`config.mk`:
```
export PLATFORM = sky130hd
export DESIGN_NAME = context_exchange_sequencer
export DESIGN_NICKNAME = d
export VERILOG_FILES = /design/src/rtl/context_exchange_sequencer_pkg.sv /design/src/rtl/context_exchange_sequencer_rr_ready_picker.sv /design/src/rtl/context_exchange_sequencer.sv
export SDC_FILE = /design/constraint.sdc
export NUM_CORES = 1
export LEC_CHECK = 0
export CORE_MARGIN = 2
export CORE_UTILIZATION = 45
export CTS_CLUSTER_SIZE = 25
export DETAILED_ROUTE_END_ITERATION = 8
export PLACE_DENSITY_LB_ADDON = 0.25
export SETUP_SLACK_MARGIN = 0.05
export SYNTH_ARGS = -nofsm -noshare
export SYNTH_HDL_FRONTEND = slang
export SYNTH_SLANG_ARGS = --single-unit
```
`constraint.sdc`:
```
create_clock -name i_wclock -period 3.4 [get_ports i_wclock]
set_input_delay 0.85 -clock i_wclock [delete_from_list [all_inputs] [get_ports i_wclock]]
set_output_delay 0.85 -clock i_wclock [all_outputs]
set_load 0.03 [all_outputs]
```
`src/rtl/context_exchange_sequencer_pkg.sv`:
```
// Shared encodings for the context-exchange handshake (controller and sequencer side).
// Latency: n/a (types and constants only).
// Backpressure: n/a.
package context_exchange_sequencer_pkg;

   // Per-process scheduling status, two bits per slot in the packed status vector
   typedef enum logic [1:0] {
      ST_EMPTY   = 2'd0,
      ST_READY   = 2'd1,
      ST_WAITING = 2'd2,
      ST_HALTED  = 2'd3
   } proc_status_t;

   // Reason code carried in CXC_REGISTER[1:0]
   typedef enum logic [1:0] {
      CXC_DISABLED = 2'd0,
      CXC_CHANGE   = 2'd1,
      CXC_WAIT     = 2'd2,
      CXC_HALT     = 2'd3
   } cxc_code_t;

   // Sequencer states
   typedef enum logic [1:0] {
      S_IDLE     = 2'd0,
      S_SAVE     = 2'd1,
      S_SELECT   = 2'd2,
      S_DISPATCH = 2'd3
   } seq_state_t;

   // Fetch address of the operating-system menu, used when nothing is READY
   localparam int OS_MENU_ADDRESS = 512;

endpackage

```
`src/rtl/context_exchange_sequencer_rr_ready_picker.sv`:
```
// Round-robin finder: first READY slot scanning start+1, start+2, ..., start (wrapping).
// Latency: purely combinational.
// Backpressure: none; o_valid low when no slot is READY.
module rr_ready_picker
   import context_exchange_sequencer_pkg::*;
#(
   parameter int NUM_PROCESSES = 4,
   parameter int PID_WIDTH     = 2
) (
   input  logic [2*NUM_PROCESSES-1:0] i_status,
   input  logic [PID_WIDTH-1:0]       i_start_pid,
   output logic                       o_valid,
   output logic [PID_WIDTH-1:0]       o_pid
);

   logic [PID_WIDTH-1:0] w_idx;

   // Walk the ring once starting after the current owner; the owner itself is checked last
   always_comb begin
      o_valid = 1'b0;
      o_pid   = i_start_pid;
      w_idx   = i_start_pid;
      for (int i = 1; i <= NUM_PROCESSES; i++) begin
         w_idx = i_start_pid + PID_WIDTH'(i);
         if (!o_valid && (i_status[{w_idx, 1'b0} +: 2] == ST_READY)) begin
            o_valid = 1'b1;
            o_pid   = w_idx;
         end
      end
   end

endmodule

```
`src/rtl/context_exchange_sequencer.sv`:
```
// Context-exchange consumer: saves preempted PC/status, picks next READY process, strobes PC load.
// Latency: PC_LOAD in the 3rd cycle after the LOAD_CXC rising edge is sampled in IDLE.
// Backpressure: none; requests arriving while BUSY are dropped, creates only accepted in IDLE.
module context_exchange_sequencer
   import context_exchange_sequencer_pkg::*;
#(
   parameter int NUM_PROCESSES      = 4,
   parameter int PID_WIDTH          = 2,
   parameter int INSTMEM_ADDR_WIDTH = 13,
   parameter int DATA_WIDTH         = 32
) (
   input  logic                          i_wclock,
   input  logic                          i_reset,
   input  logic                          i_load_cxc,
   input  logic [DATA_WIDTH-1:0]         i_cxc_register,
   input  logic [INSTMEM_ADDR_WIDTH-1:0] i_pc,
   input  logic                          i_process_create,
   input  logic [PID_WIDTH-1:0]          i_create_pid,
   input  logic [INSTMEM_ADDR_WIDTH-1:0] i_create_pc,
   input  logic                          i_io_done,
   input  logic [PID_WIDTH-1:0]          i_io_done_pid,
   output logic [PID_WIDTH-1:0]          o_current_pid,
   output logic [INSTMEM_ADDR_WIDTH-1:0] o_next_pc,
   output logic                          o_pc_load,
   output logic                          o_os_return,
   output logic                          o_busy,
   output logic [2*NUM_PROCESSES-1:0]    o_process_status
);

   localparam logic [INSTMEM_ADDR_WIDTH-1:0] LP_OS_MENU_PC = INSTMEM_ADDR_WIDTH'(OS_MENU_ADDRESS);

   seq_state_t                    r_state;
   seq_state_t                    w_state_nxt;
   logic                          r_load_cxc_d;
   logic [INSTMEM_ADDR_WIDTH-1:0] r_cap_pc;
   cxc_code_t                     r_code;
   logic [PID_WIDTH-1:0]          r_cur_pid;
   logic [INSTMEM_ADDR_WIDTH-1:0] r_next_pc;
   logic                          r_os_flag;
   logic [2*NUM_PROCESSES-1:0]    r_status;
   logic [INSTMEM_ADDR_WIDTH-1:0] r_pc_table [NUM_PROCESSES];

   logic                          w_detect;
   logic                          w_code_ok;
   proc_status_t                  w_save_status;
   logic                          w_pick_vld;
   logic [PID_WIDTH-1:0]          w_pick_pid;

   assign w_detect  = (r_state == S_IDLE) && i_load_cxc && !r_load_cxc_d;
   assign w_code_ok = (i_cxc_register[1:0] != 2'b00) && (i_cxc_register[DATA_WIDTH-1:2] == '0);

   rr_ready_picker #(
      .NUM_PROCESSES (NUM_PROCESSES),
      .PID_WIDTH     (PID_WIDTH)
   ) u_picker (
      .i_status    (r_status),
      .i_start_pid (r_cur_pid),
      .o_valid     (w_pick_vld),
      .o_pid       (w_pick_pid)
   );

   // Status written back for the preempted process; a same-cycle I/O completion wins over WAITING
   always_comb begin
      w_save_status = ST_READY;
      case (r_code)
         CXC_WAIT: w_save_status = (i_io_done && (i_io_done_pid == r_cur_pid)) ? ST_READY : ST_WAITING;
         CXC_HALT: w_save_status = ST_HALTED;
         default:  w_save_status = ST_READY;
      endcase
   end

   // State register
   always_ff @(posedge i_wclock) begin
      if (i_reset) r_state <= S_IDLE;
      else         r_state <= w_state_nxt;
   end

   // Next state and strobe outputs; an invalid reason code bails out of SAVE untouched
   always_comb begin
      w_state_nxt = r_state;
      o_pc_load   = 1'b0;
      o_os_return = 1'b0;
      o_busy      = (r_state != S_IDLE);
      case (r_state)
         S_IDLE:     if (w_detect) w_state_nxt = S_SAVE;
         S_SAVE:     w_state_nxt = (r_code == CXC_DISABLED) ? S_IDLE : S_SELECT;
         S_SELECT:   w_state_nxt = S_DISPATCH;
         S_DISPATCH: begin
            w_state_nxt = S_IDLE;
            o_pc_load   = 1'b1;
            o_os_return = r_os_flag;
         end
         default:    w_state_nxt = S_IDLE;
      endcase
   end

   // Process tables, request capture and selection; later writes take priority over earlier ones
   always_ff @(posedge i_wclock) begin
      if (i_reset) begin
         r_load_cxc_d <= 1'b0;
         r_cap_pc     <= '0;
         r_code       <= CXC_DISABLED;
         r_cur_pid    <= '0;
         r_next_pc    <= '0;
         r_os_flag    <= 1'b0;
         r_status     <= '0;
         for (int i = 0; i < NUM_PROCESSES; i++) r_pc_table[i] <= '0;
      end else begin
         r_load_cxc_d <= i_load_cxc;
         if (w_detect) begin
            r_cap_pc <= i_pc;
            r_code   <= w_code_ok ? cxc_code_t'(i_cxc_register[1:0]) : CXC_DISABLED;
         end
         if (i_io_done && (r_status[{i_io_done_pid, 1'b0} +: 2] == ST_WAITING))
            r_status[{i_io_done_pid, 1'b0} +: 2] <= ST_READY;
         if ((r_state == S_IDLE) && i_process_create) begin
            r_pc_table[i_create_pid]            <= i_create_pc;
            r_status[{i_create_pid, 1'b0} +: 2] <= ST_READY;
         end
         if ((r_state == S_SAVE) && (r_code != CXC_DISABLED)) begin
            r_pc_table[r_cur_pid]            <= r_cap_pc;
            r_status[{r_cur_pid, 1'b0} +: 2] <= w_save_status;
         end
         if (r_state == S_SELECT) begin
            if (w_pick_vld) begin
               r_cur_pid <= w_pick_pid;
               r_next_pc <= r_pc_table[w_pick_pid];
               r_os_flag <= 1'b0;
            end else begin
               r_next_pc <= LP_OS_MENU_PC;
               r_os_flag <= 1'b1;
            end
         end
      end
   end

   assign o_current_pid    = r_cur_pid;
   assign o_next_pc        = r_next_pc;
   assign o_process_status = r_status;

endmodule

```
==> Yosys cells after proc, flatten, opt, wreduce, memory -nomap -nowiden <==
Memories as Yosys holds them, arrays and structs flattened.
Index checks and enable logic that the tools add are counted.
{ "op_classes": {"shifts": 11, "muxes": 40, "n_eq_ne": 12, "n_reduce_logical": 23, "add_sub_neg": 6} }
{ "op_table": {"columns": ["op", "n"], "rows": [
  ["$mux W8", 5],
  ["$shiftx A8 B4 Y2", 5],
  ["$mux W13", 3],
  ["$logic_not A30 Y1", 1],
  ["$reduce_or A13 Y1", 2],
  ["$bwmux W8", 3],
  ["$shift A2 B5 Y8 const A", 3],
  ["$mux W2", 10],
  ["$mux W1", 17],
  ["$shiftx A2 B5 Y8 const A", 2],
  ["$neg A3 Y5", 3],
  ["$eq A2 B1 Y1 const B", 5],
  ["$eq A2 B2 Y1 const B", 5],
  ["$logic_and A1 B1 Y1", 10],
  ["$pmux W2 S4", 1],
  ["$shiftx A2 B5 Y8", 1],
  ["$reduce_bool A2 Y1", 3],
  ["$add A2 B2 Y2 const B", 2],
  ["$logic_not A1 Y1", 4],
  ["$logic_not A2 Y1", 2],
  ["$pmux W2 S2", 1],
  ["$add A2 B1 Y2 const B", 1],
  ["$eq A2 B2 Y1", 1],
  ["$ne A2 B2 Y1 const B", 1],
  ["$reduce_and A2 Y1", 1]
]} }
{ "totals": {"wordCells": 101, "ff_bits": 42, "mem_count": 1, "output_inout_bits": 26, "input_bits": 67, "mem_bits_rw": 52} }
{ "memory_table": {"columns": ["memory", "depth", "word_bits", "read_ports", "rd_ports_with_merged_regs", "wr", "line", "source"], "rows": [
  ["r_pc_table", 4, 13, 1, 0, 4, "context_exchange_sequencer.sv:41", "logic [INSTMEM_ADDR_WIDTH-1:0] r_pc_table [NUM_PROCESSES];"]
]} }

==> Depth between registers and ports, before layout <==
An unclocked memory read counts as a cell.
{ "logic_depth": {"word_depth": 15, "depth_mapped": 11, "mapped_depth_nobuf": 8} }

==> Cells and area by module <==
Synthesis repeated with hierarchy kept, for this count alone.
{ "hier_totals": {"cells_unflattened": 397, "area_unflattened_um2": 4296.6} }
{ "by_module_without_submodules": {"columns": ["mod", "area_per_inst_um2", "n_inst", "seq_area_each_um2", "cells_each"], "rows": [
  ["context_exchange_sequencer", 4179.0, 1, 2402.3, 380],
  ["rr_ready_picker", 117.6, 1, 0.0, 17]
]} }

==> Worst setup path after synthesis <==
OpenSTA, ideal clock, no wires.
{ "synth_timing": {"path_kind": "flip-flop to flip-flop", "start": "reg r_cur_pid[0] (netlist: o_current_pid[0])", "end": "reg r_next_pc[9] (netlist: o_next_pc[9])", "period_less_slack_ns": 2.831, "setup_ns": 0.086, "n_path_buf": 1, "path_slack_ns": 0.569, "required_ns": 3.314, "arrival_time_ns": 2.745, "path_stages_with_launch": 9, "path_cell_list": "dfxtp_1 > inv_1 > ha_1 > buf_2 > mux4_2 > o211a_1 > a21oi_4 > mux2_1 > a211oi_1"} }
{ "synth_between": {"elab_chain_len": 15, "elab_cells_between_ends": 27, "cone_classes": "add/sub (3); eq/ne (4); shift (4); mux (9); reduce/logical (6); memory (1)"} }
{ "synth_lines": {"columns": ["item", "line", "source"], "rows": [
  ["start, declared", "context_exchange_sequencer.sv:37", "logic [PID_WIDTH-1:0] r_cur_pid;"],
  ["start signal, assigned", "context_exchange_sequencer.sv:126", "r_cur_pid <= w_pick_pid;"],
  ["$add A2 B1 Y2", "context_exchange_sequencer_rr_ready_picker.sv:24", "w_idx = i_start_pid + PID_WIDTH'(i);"],
  ["$shiftx A8 B4 Y2", "context_exchange_sequencer_rr_ready_picker.sv:25", "if (!o_valid && (i_status[{w_idx, 1'b0} +: 2] == ST_READY)) begin"],
  ["$eq A2 B1 Y1", "context_exchange_sequencer_rr_ready_picker.sv:25", null],
  ["$mux W1", "context_exchange_sequencer_rr_ready_picker.sv:25", null],
  ["$logic_not A1 Y1", "context_exchange_sequencer_rr_ready_picker.sv:25", null],
  ["$logic_and A1 B1 Y1", "context_exchange_sequencer_rr_ready_picker.sv:25", null],
  ["$mux W1", "context_exchange_sequencer_rr_ready_picker.sv:25", null],
  ["$logic_not A1 Y1", "context_exchange_sequencer_rr_ready_picker.sv:25", null],
  ["$logic_and A1 B1 Y1", "context_exchange_sequencer_rr_ready_picker.sv:25", null],
  ["$mux W1", "context_exchange_sequencer_rr_ready_picker.sv:25", null],
  ["$logic_not A1 Y1", "context_exchange_sequencer_rr_ready_picker.sv:25", null],
  ["$logic_and A1 B1 Y1", "context_exchange_sequencer_rr_ready_picker.sv:25", null],
  ["$mux W2", "context_exchange_sequencer_rr_ready_picker.sv:25", null],
  ["$mem_v2 Z4 W13", null, null],
  ["$mux W13 (*)", "context_exchange_sequencer.sv:125", "if (w_pick_vld) begin"],
  ["end signal, assigned", "context_exchange_sequencer.sv:127", "r_next_pc <= r_pc_table[w_pick_pid];"],
  ["end, declared", "context_exchange_sequencer.sv:38", "logic [INSTMEM_ADDR_WIDTH-1:0] r_next_pc;"]
]} }
Mark *: on every way between the ends. The rest lies on a longest branch, timed or not.
A chain may end at the register's enable or synchronous reset.

==> Worst setup path after layout <==
{ "layout_timing": {"start": "reg r_cur_pid[1] (netlist: o_current_pid[1])", "end": "reg r_next_pc[11] (netlist: o_next_pc[11])"} }
The elaborated chain is that of the path after synthesis.

==> summary.md <==
| Metric | Value |
|---|---|
| Post-Synth XOR/XNOR Area | `0.00401` |
| Starting Density | `0.468` |
| CTS root buf | `clkbuf_8` |
| Synth Register Bits | `between 90 and 100` |
| Mux share of post-synthesis cell area | `0.102` |
| Worst Hold End | `r_cap_pc[11]` |
| Remaining Overflow, GRT | `0` |
| Die H | `~100 µm` |
| WHS Path Cells | `2` |
| Worst-Margin Slew | `1.21 ns` |
| Max Clock Skew | `~0.0093 ns` |
| Async SR Flop Fraction | `0` |
| Max-slew headroom | `0.193` |
| Via count | `between 3000 and 4000` |
| Later-pin clock latency in the skew report | `approximately 0.35 ns` |
| Die Area | `about 11000 µm²` |
| Vias per cell | `roughly 5.4` |
| Final #Nets | `around 580` |
| Minimum clock period | `between 2 and 3 ns` |
| TNS Setup | `0 ns` |
| RSZ-0062 raised after global routing | `false` |
| Clk buf depth | `2` |
| Required time of the critical path | `about 3.7 ns` |
| DRT antenna net count | `0` |
| DRC marker count from the first detailed-route iteration | `183` |
| Setup Crit Path Kind | `register to register` |
| Reg2reg setup slack | `between 0.4 and 0.5 ns` |
| Worst-path fanout max | `18` |
| Routed wire length | `~10000 µm` |
| Register-to-Register Path Depth | `9` |
| Layout cell share with drive strength beyond 1 | `0.0759` |
| Setup WS pre-CTS | `0.434 ns` |
| Hold WC Path Type | `register to register` |
| Inserted Clock Buffers | `9` |
| Most area-hungry cell type in the Yosys netlist | `edfxtp_1` |
| Post-Syn Nets | `around 490` |
| R2R Path End | `o_next_pc[11]` |
| Maximum VDD drop | `approximately 0.00021 V` |
| Worst setup SP type | `register` |
| Port buffer count | `92` |
| Post_cts resized | `0` |
| CTS H-tree lvls | `3` |
| Area share of the largest cell type after synthesis | `0.357` |
| ANT cells | `0` |
| Ports | `93` |
| Min setup slack post-route | `between 0.4 and 0.5 ns` |
| # DRC | `0` |
| Outcome | `complete, no violations` |
| Cells after DPL | `between 600 and 700` |
| Setup violators final | `0` |
| Ranking of synthesized cells by area | `edfxtp_1 36%, dfxtp_1 19%, mux2i_1 9.4%` |
| Core area | `9330 µm²` |
| Sequential share of the synthesized area | `0.550` |
| Hold_buf cts | `0` |
| Main combinational cell family by area after synthesis | `simple AND/OR/NAND/NOR gates` |
| Core Util, Final | `0.607` |
| F_max | `approximately 330 MHz` |
| Dpl hpwl | `7310 µm` |
| Syn Inst Count | `about 410` |
| Post-synth cell types | `54` |
| Chip width | `103 µm` |
| Vias in the first global route | `roughly 3400` |
| Post-Syn Area | `approximately 4400 µm²` |
| Global-route usage over all layers | `0.201` |
| First-pass GRT wire length | `approximately 16000 µm` |
| Adder-Cell Fraction of Synth Area | `0.0143` |
| PwrDens | `399 nW/µm²` |
| Row count | `35` |
| Worst R2R Start | `o_current_pid[1]` |
| Clk pin slew, worst setup/hold paths | `around 0.10 ns` |
| Main synth FF type | `edfxtp_1` |
| Simple-gate share of the synthesized area | `0.170` |
| Routability Congestion | `about 0.85` |
| Final hold vios | `0` |
| Initial antenna violation count | `0` |
| Pin count of the biggest net entering global routing | `19` |
| YS warnings | `0` |
| Hold Path Origin | `r_cap_pc[11]` |
| Area delta synth->final | `29.6%` |
| Compound-Gate Fraction of Synth Area | `0.120` |
| Non-filler cells, final | `between 600 and 700` |
| Worst EP arrival | `around 3.2 ns` |
| Max-Cap Viols | `0` |
| First-pass DRT Iterations | `5` |
| EDFF count, synth | `52` |
| Fin crit share | `0.879` |
| Average cell area after synthesis | `about 11 µm²` |
| # Post-CTS Setup Buffers | `0` |
| CTS tree | `done` |
| Critical path startpoint | `o_current_pid[1]` |
| LEAKAGE | `2.30 nW` |
| Clk sinks | `94` |
| Final Max Slew Viols | `0` |
| Setup crit end kind | `register` |
| Wire per inst | `~16 µm` |
-- critical path, cell delays in order (launching register included) --
cell,delay (ns)
dfxtp_1,0.60
inv_2,0.16
ha_1,0.47
nor2_1,0.12
a22oi_1,0.29
o311ai_4,0.41
buf_4,0.35
mux2i_1,0.16
mux2i_1,0.09
a22o_1,0.22
-- synthesized netlist by cell type, types with 4 or more instances --
cell and n:
nor2_1 62, buf_2 4, mux2i_1 41, dfxtp_1 42
a22oi_1 16, ha_1 5, nor2b_1 7, nor4_1 7
a21oi_1 23, edfxtp_1 52, clkbuf_1 14, inv_1 19
nand2b_1 4, a22o_1 12, nand2_1 39, nor3_1 9
-- power by group --
part	switching [mW]	total (mW)	internal (mW)
logic	0.138	0.284	0.146
registers	0.0175	1.26	1.24
clock network	0.428	0.715	0.287
-- worst max path at each step --
| stage | end | slack [ns] | depth (start not counted) |
|---|---|---|---|
| global placement | o_next_pc[12] | 0.45 | 8 |
| CTS | o_next_pc[12] | 0.39 | 8 |
| finish | o_next_pc[11] | 0.41 | 9 |
| floorplan | o_next_pc[9] | 0.57 | 8 |
| detailed placement | o_next_pc[11] | 0.43 | 9 |
| global route | o_next_pc[11] | 0.21 | 9 |
-- flip-flops by register name, indices dropped and copies added, names as in the netlist, named ones only --
signal and flops:
r_pc_table 52, o_next_pc 13, r_cap_pc 13, o_process_status 8
o_current_pid 2, r_code 2, r_load_cxc_d 1, r_os_flag 1
r_state 1
-- cell families after synthesis --
logic type                 after synthesis
and+or+nand+nor                        155
DFF                                     94
muxes                                   43
AOI/OAI and AO/OA                       73
adders and majority gates                5
buffers and inverters                   41
xor gates and xnor gates                 2
-- area by class of cell --
class                      count  area (µm²)
sequential                    94        2400
fill                         779        3660
inverter                      20        75.1
timing repair buffer         106        1030
clock buffer                   9         124
multi-input combinational    278        1810
clock inverter                 7        65.1
tap                          129         161
-- stage by stage --
| stage | area, µm² | hold WS, ns | total power, mW |
|---|---|---|---|
| floorplan | 4370 | 0.437 | 1.44 |
| global placement | 5470 | 0.448 | 1.57 |
| detailed placement | 5470 | 0.450 | 1.57 |
| CTS | 5660 | 0.463 | 2.28 |
| global route | 5660 | 0.483 | 2.35 |
| finish | 5660 | 0.465 | 2.26 |
-- cells in the final DEF (no fill, tap or decap), drive strengths merged, types with 2 or more instances in the layout --
cell type	instances
a22o	12
o211ai	2
nand2b	4
nand3	3
nand3b	3
nor2	62
inv	25
a311oi	2
nor2b	10
a21oi	24
nor4	7
and3	2
nand2	39
dfxtp	42
ha	5
buf	14
or2	4
and2	2
edfxtp	52
a211oi	3
xnor2	2
nor3b	2
nand4	3
o2111ai	2
o21ai	3
nor3	9
nor4b	2
clkdlybuf4s50	92
mux2i	41
a22oi	16
clkbuf	9
clkinv	2
-- routing by layer --
metal  wire (µm)  part of all wire  GRT usage
met5           0                 0          0
met4          78            0.0078     0.0564
met3         639             0.064     0.0373
met2        4770              0.48      0.326
met1        4530              0.45      0.277
No activity file was read; power rests on OpenSTA's default activity.
